===== config.mk =====
export PLATFORM = sky130hd
export DESIGN_NAME = demux_1xn_lanes
export DESIGN_NICKNAME = d
export VERILOG_FILES = /design/src/rtl/demux_pkg.sv /design/src/rtl/demux_idle_timer.sv /design/src/rtl/demux_1xn_lanes.sv
export SDC_FILE = /design/constraint.sdc
export NUM_CORES = 1
export LEC_CHECK = 0
export CAP_MARGIN = 10
export CELL_PAD_IN_SITES_DETAIL_PLACEMENT = 0
export CELL_PAD_IN_SITES_GLOBAL_PLACEMENT = 1
export CORE_MARGIN = 4
export CORE_UTILIZATION = 45
export CTS_CLUSTER_SIZE = 24
export DETAILED_ROUTE_END_ITERATION = 16
export PLACE_DENSITY = 0.81
export RECOVER_POWER = 25
export SETUP_SLACK_MARGIN = 0.02
export SLEW_MARGIN = 10
export SYNTH_ARGS = -nofsm -noshare
export SYNTH_HDL_FRONTEND = slang
export SYNTH_HIERARCHICAL = 1
export SYNTH_SLANG_ARGS = --single-unit

===== constraint.sdc =====
create_clock -name clk -period 5.3 [get_ports clk]
set_input_delay 0.53 -clock clk [delete_from_list [all_inputs] [get_ports clk]]
set_output_delay 0.53 -clock clk [all_outputs]
set_load 0.02 [all_outputs]

===== src/rtl/demux_pkg.sv =====
// demux_pkg: shared definitions for the demux_1xn_lanes block.
//   ST_IDLE / ST_FILL : state encoding of the lane-fill state machine.
//   demux_ptr_width() : width of a pointer/counter covering n values (>= 1 bit).
package demux_pkg;

  localparam logic ST_IDLE = 1'b0;  // ptr == 0, nothing staged
  localparam logic ST_FILL = 1'b1;  // at least one lane staged

  function automatic int demux_ptr_width(input int n);
    return (n <= 2) ? 1 : $clog2(n);
  endfunction

endpackage


===== src/rtl/demux_idle_timer.sv =====
// demux_idle_timer: counts consecutive idle cycles while a partial group is
// staged and raises a one-cycle flush request on the cycle that ends the
// TIMEOUT-th consecutive idle cycle. Only instantiated when TIMEOUT > 0.
// Ports:
//   clk, reset_L : clock, asynchronous active-low reset
//   in_fill      : 1 while the parent state machine is in ST_FILL
//   valid_in     : input word qualifier (any word clears the count)
//   align        : group restart (clears the count, suppresses flush)
//   flush        : combinational flush request for the current cycle
module demux_idle_timer
  import demux_pkg::*;
#(
  parameter int TIMEOUT = 3
) (
  input  logic clk,
  input  logic reset_L,
  input  logic in_fill,
  input  logic valid_in,
  input  logic align,
  output logic flush
);

  localparam int CW = demux_ptr_width(TIMEOUT);
  localparam logic [CW-1:0] CNT_LAST = CW'(TIMEOUT - 1);

  logic [CW-1:0] cnt;

  // The count never exceeds TIMEOUT-1: reaching it in an idle cycle flushes,
  // which returns the parent to ST_IDLE and clears the count.
  assign flush = in_fill && !valid_in && !align && (cnt == CNT_LAST);

  always_ff @(posedge clk or negedge reset_L) begin
    if (!reset_L) begin
      cnt <= '0;
    end else if (!in_fill || valid_in || align || flush) begin
      cnt <= '0;
    end else begin
      cnt <= cnt + CW'(1);
    end
  end

endmodule


===== src/rtl/demux_1xn_lanes.sv =====
// demux_1xn_lanes: unstripes a single word stream round-robin onto N_CH lanes
// and presents each completed (or timed-out partial) group in one cycle.
// Optional feature macro: DEMUX_LANE_PARITY_EN adds parity_out.
// Ports:
//   clk, reset_L : clock, asynchronous active-low reset
//   data_in      : WIDTH-bit input word
//   valid_in     : data_in qualifier
//   align        : restart the group; the next stored word goes to lane 0
//   data_out     : lane k at [k*WIDTH +: WIDTH], held between updates
//   valid_out    : per-lane one-cycle strobe for the lanes updated last edge
//   parity_out   : (DEMUX_LANE_PARITY_EN) XOR-reduce of each lane word
//   state_out    : debug, current state (ST_IDLE / ST_FILL)
//   ptr_out      : debug, current fill pointer
//
// Handshake: the input is a valid-only stream with no backpressure; every
// cycle with valid_in=1 consumes data_in. Outputs carry no ready either: a
// lane strobe in valid_out is asserted for exactly one cycle and the data
// remains on data_out until that lane is next written.
module demux_1xn_lanes
  import demux_pkg::*;
#(
  parameter int WIDTH   = 8,
  parameter int N_CH    = 4,
  parameter int TIMEOUT = 3
) (
  input  logic                          clk,
  input  logic                          reset_L,
  input  logic [WIDTH-1:0]              data_in,
  input  logic                          valid_in,
  input  logic                          align,
  output logic [N_CH*WIDTH-1:0]         data_out,
  output logic [N_CH-1:0]               valid_out,
`ifdef DEMUX_LANE_PARITY_EN
  output logic [N_CH-1:0]               parity_out,
`endif
  output logic                          state_out,
  output logic [demux_ptr_width(N_CH)-1:0] ptr_out
);

  localparam int PW = demux_ptr_width(N_CH);
  localparam logic [PW-1:0] LAST = PW'(N_CH - 1);

  logic             state;
  logic [PW-1:0]    ptr;
  logic [WIDTH-1:0] stage [N_CH];
  logic [N_CH-1:0]  out_we;
  logic             complete;
  logic             flush;

  // align outranks both completion and flush: a restart never emits data.
  assign complete  = valid_in && !align && (ptr == LAST);
  assign state_out = state;
  assign ptr_out   = ptr;

  if (TIMEOUT > 0) begin : g_timer
    demux_idle_timer #(.TIMEOUT(TIMEOUT)) u_idle_timer (
      .clk      (clk),
      .reset_L  (reset_L),
      .in_fill  (state == ST_FILL),
      .valid_in (valid_in),
      .align    (align),
      .flush    (flush)
    );
  end else begin : g_no_timer
    assign flush = 1'b0;
  end

  for (genvar k = 0; k < N_CH; k++) begin : g_lane
    logic [WIDTH-1:0] lane_q;
    logic [WIDTH-1:0] lane_word;

    // On completion the last lane comes straight from data_in, so a full
    // group is emitted on the same edge that samples its final word.
    if (k == N_CH - 1) begin : g_last
      assign lane_word = data_in;
    end else begin : g_mid
      assign lane_word = stage[k];
    end

    assign out_we[k] = complete || (flush && (PW'(k) < ptr));
    assign data_out[k*WIDTH +: WIDTH] = lane_q;

    always_ff @(posedge clk or negedge reset_L) begin
      if (!reset_L) begin
        stage[k] <= '0;
      end else if (valid_in && (align ? (k == 0) : (ptr == PW'(k)))) begin
        stage[k] <= data_in;
      end
    end

    always_ff @(posedge clk or negedge reset_L) begin
      if (!reset_L) begin
        lane_q <= '0;
      end else if (out_we[k]) begin
        lane_q <= lane_word;
      end
    end

`ifdef DEMUX_LANE_PARITY_EN
    logic par_q;
    assign parity_out[k] = par_q;

    always_ff @(posedge clk or negedge reset_L) begin
      if (!reset_L) begin
        par_q <= 1'b0;
      end else if (out_we[k]) begin
        par_q <= ^lane_word;
      end
    end
`endif
  end

  always_ff @(posedge clk or negedge reset_L) begin
    if (!reset_L) begin
      state     <= ST_IDLE;
      ptr       <= '0;
      valid_out <= '0;
    end else begin
      valid_out <= out_we;
      if (align) begin
        if (valid_in) begin
          ptr   <= PW'(1);
          state <= ST_FILL;
        end else begin
          ptr   <= '0;
          state <= ST_IDLE;
        end
      end else if (valid_in) begin
        if (ptr == LAST) begin
          ptr   <= '0;
          state <= ST_IDLE;
        end else begin
          ptr   <= ptr + PW'(1);
          state <= ST_FILL;
        end
      end else if (flush) begin
        ptr   <= '0;
        state <= ST_IDLE;
      end
    end
  end

endmodule


==> results.cfg <==
[final_layout]
final_core_util_pct = 60.5
drive_above_1_share_pct = 36.0
fin_area_sq_mm = 0.00335
mostFrequentLayoutCell = dfrtp_1
fin_nets = 235
diodes = 0
area_growth_pct = 30.1
final_cell_mix = dfrtp_1, clkdlybuf4s50_1, mux2_2

[detailed_routing]
drt_pass1_iterations = 4
viasPerCell = 4.98
drcViolationCount = 0
antenna_left = 0
vias = 1465
wl_per_cell_um = 17.0
drt-total-wl_um = 5010
initialDrtViolationCount = 46

[power]
pwr_density_cell_mw_per_mm2 = 476
vdd_ir_drop_max_mv = 0.217
total_power_w = 0.00159
p_leak_nw = 1.53

[floorplan]
die-area_sq_mm = 0.00700
die_w_um = 83.6
initial_core_util_pct = 46.5
core_sq_mm = 0.00554
rows = 27
die_h_um = 83.6
ios = 51

[synthesis]
synthDistinctLibCells = 20
synth_top_area_cell = dfrtp_1
ys_dominant_reg_cell = dfrtp_1
yosysSeqAreaShare_pct = 63.2
synth_edf_count = 0
synth_area_leaders = dfrtp_1, mux2_2, mux2_4
syn_nets = 175
synthCells = 157
yosysWarnings = 6
async_flop_share_pct = 100
synth_top_area_share_pct = 63.2
synth_seq_cells = 65
synth.avg_cell_area_sq_um = 16.4
synth_area_sq_mm = 0.00257

[grt]
gr-total-overflow = 0
top_usage_layer = met2
grtUsageTotal_pct = 15.9
grt_max_degree = 66
grt_pass1_wl_um = 8450
use_met3_pct = 5.13
grt_pass1_vias = 1670
antenna_found_initial = 0
gr-usage-met1_pct = 20.5
grt_use_met2_pct = 24.7

[setup_path]
cp_slowest_stage_delay_ns = 0.60
critical_path.cell_chain = clkdlybuf4s50_1, nor3_1, inv_1, o21ai_2, mux2_2
crit_arrival_ns = 2.64
worst-path-max-fanout = 10
regToRegSetupSlack_ns = 3.15
endpoint_kind = flip-flop
slowest_stage = clkdlybuf4s50_1
reg2reg_depth = 7
critPathKind = input port to flip-flop
r2r_start = g_timer.u_idle_timer/cnt[0]
required_ns = 5.52
cp-start-kind = input port
r2r-end = g_lane[1].lane_q[0]

[timing]
worst_slew_margin_rel_pct = 47.9
grt_setup_unrepaired = no
max_freq_mhz = 414
worst_slack_ns = 2.88
hold_violations = 0
fin_crit_ns = 2.42
fin_tns_setup_ns = 0
drv_slew = 0
finClkSkew_ns = 0.00811
worstMarginPinSlew_ns = 0.782
setup_viol = 0
fin_crit_sh_pct = 45.6

[placed_design]
gp_congestion = 0.710
port_buffers = 50
place_hpwl_um = 3440
place_ws_ns = 2.54
place_area_sq_mm = 0.00314

[clock_network]
clock_latency_ns = 0.34
clk_pin_slew_ns = 0.07
cts-htree-levels = 3
cts_tree = done
root_buffer = clkbuf_8
cts_resized = 0
cts-hold-fix-buffers = 0
cts_sinks = 65
cts_buffers = 9
clk_path_buf_depth = 2
cts_setup_buffers = 0

[hold_path]
min_path_type = input port to async pin

[status]
run_status = completed

[run]
cap_viol_max_count = 0
-- report_power, final --
group          switching, W  total [W]  internal (W)
clock              0.000185   0.000447      0.000262
combinational      0.000199   0.000451      0.000251
sequential        0.0000712   0.000697      0.000626
-- critical path: cells and delay by family --
| kind | cells | cell delay (ns) |
|---|---|---|
| multiplexers | 1 | 0.40 |
| buffers and inverters | 2 | 0.78 |
| AND/OR/NAND/NOR | 1 | 0.48 |
| AO/OA/AOI/OAI | 1 | 0.44 |
-- cells by family (layout without fill, tap and decap cells) --
group / Yosys count / count (layout) / share of synthesized area [%]
buffers and inverters: 7 / 72 / 1.80
flip-flops: 65 / 65 / 63.2
AO/OA/AOI/OAI: 7 / 7 / 2.09
multiplexers: 56 / 56 / 25.7
adder cells (fa/ha/maj): 6 / 6 / 2.92
AND/OR/NAND/NOR: 16 / 16 / 4.37
-- synth_stat cells (2+ instances only) --
| cell type | n |
|---|---|
| nand2_2 | 2 |
| dfrtp_1 | 65 |
| ha_1 | 6 |
| mux2_2 | 48 |
| inv_1 | 5 |
| mux2_4 | 8 |
| o21ai_0 | 2 |
| o21ai_2 | 2 |
| a21oi_1 | 2 |
| nor2_1 | 5 |
| nand2_1 | 3 |
-- worst max-delay path by stage --
stage	start	to	slack [ns]	depth (start not counted)
floorplan	g_timer.u_idle_timer/cnt[0]	g_lane[1].lane_q[0]	3.48	7
global placement	valid_in	g_lane[1].lane_q[2]	2.70	5
detailed placement	valid_in	g_lane[1].lane_q[4]	2.54	5
CTS	valid_in	g_lane[1].lane_q[0]	2.91	5
global route	valid_in	g_lane[1].lane_q[0]	2.76	5
finish	valid_in	g_lane[1].lane_q[0]	2.88	5
-- registers in the layout, summed over array words and instances, names as in the netlist --
register,cells
g_timer.u_idle_timer/cnt,2
state_out,1
g_lane.lane_q,32
g_lane.lane_word,24
valid_out,4
ptr_out,2
-- per-layer routing --
metal / wire length, um / up-vias
met3: 204 / 7
met1: 2340 / 752
met2: 2410 / 35
li1: - / 671
met4: 59 / 0
met5: 0 / -
-- final cells by class --
class / count / area [sq um]
Clock buffer: 10 / 128
Clock inverter: 6 / 82.6
Fill cell: 446 / 2190
Inverter: 5 / 18.8
Multi-Input combinational cell: 85 / 902
Sequential cell: 65 / 1630
Tap cell: 72 / 90.1
Timing Repair Buffer: 51 / 503
-- through the flow --
step | cells | hold WS [ns]
after floorplan | 157 | 0.234
after global placement | 278 | 0.413
after detailed placement | 278 | 0.418
after CTS | 294 | 0.377
after global routing | 294 | 0.437
final | 294 | 0.351
Power figures use the tool's default switching activity.
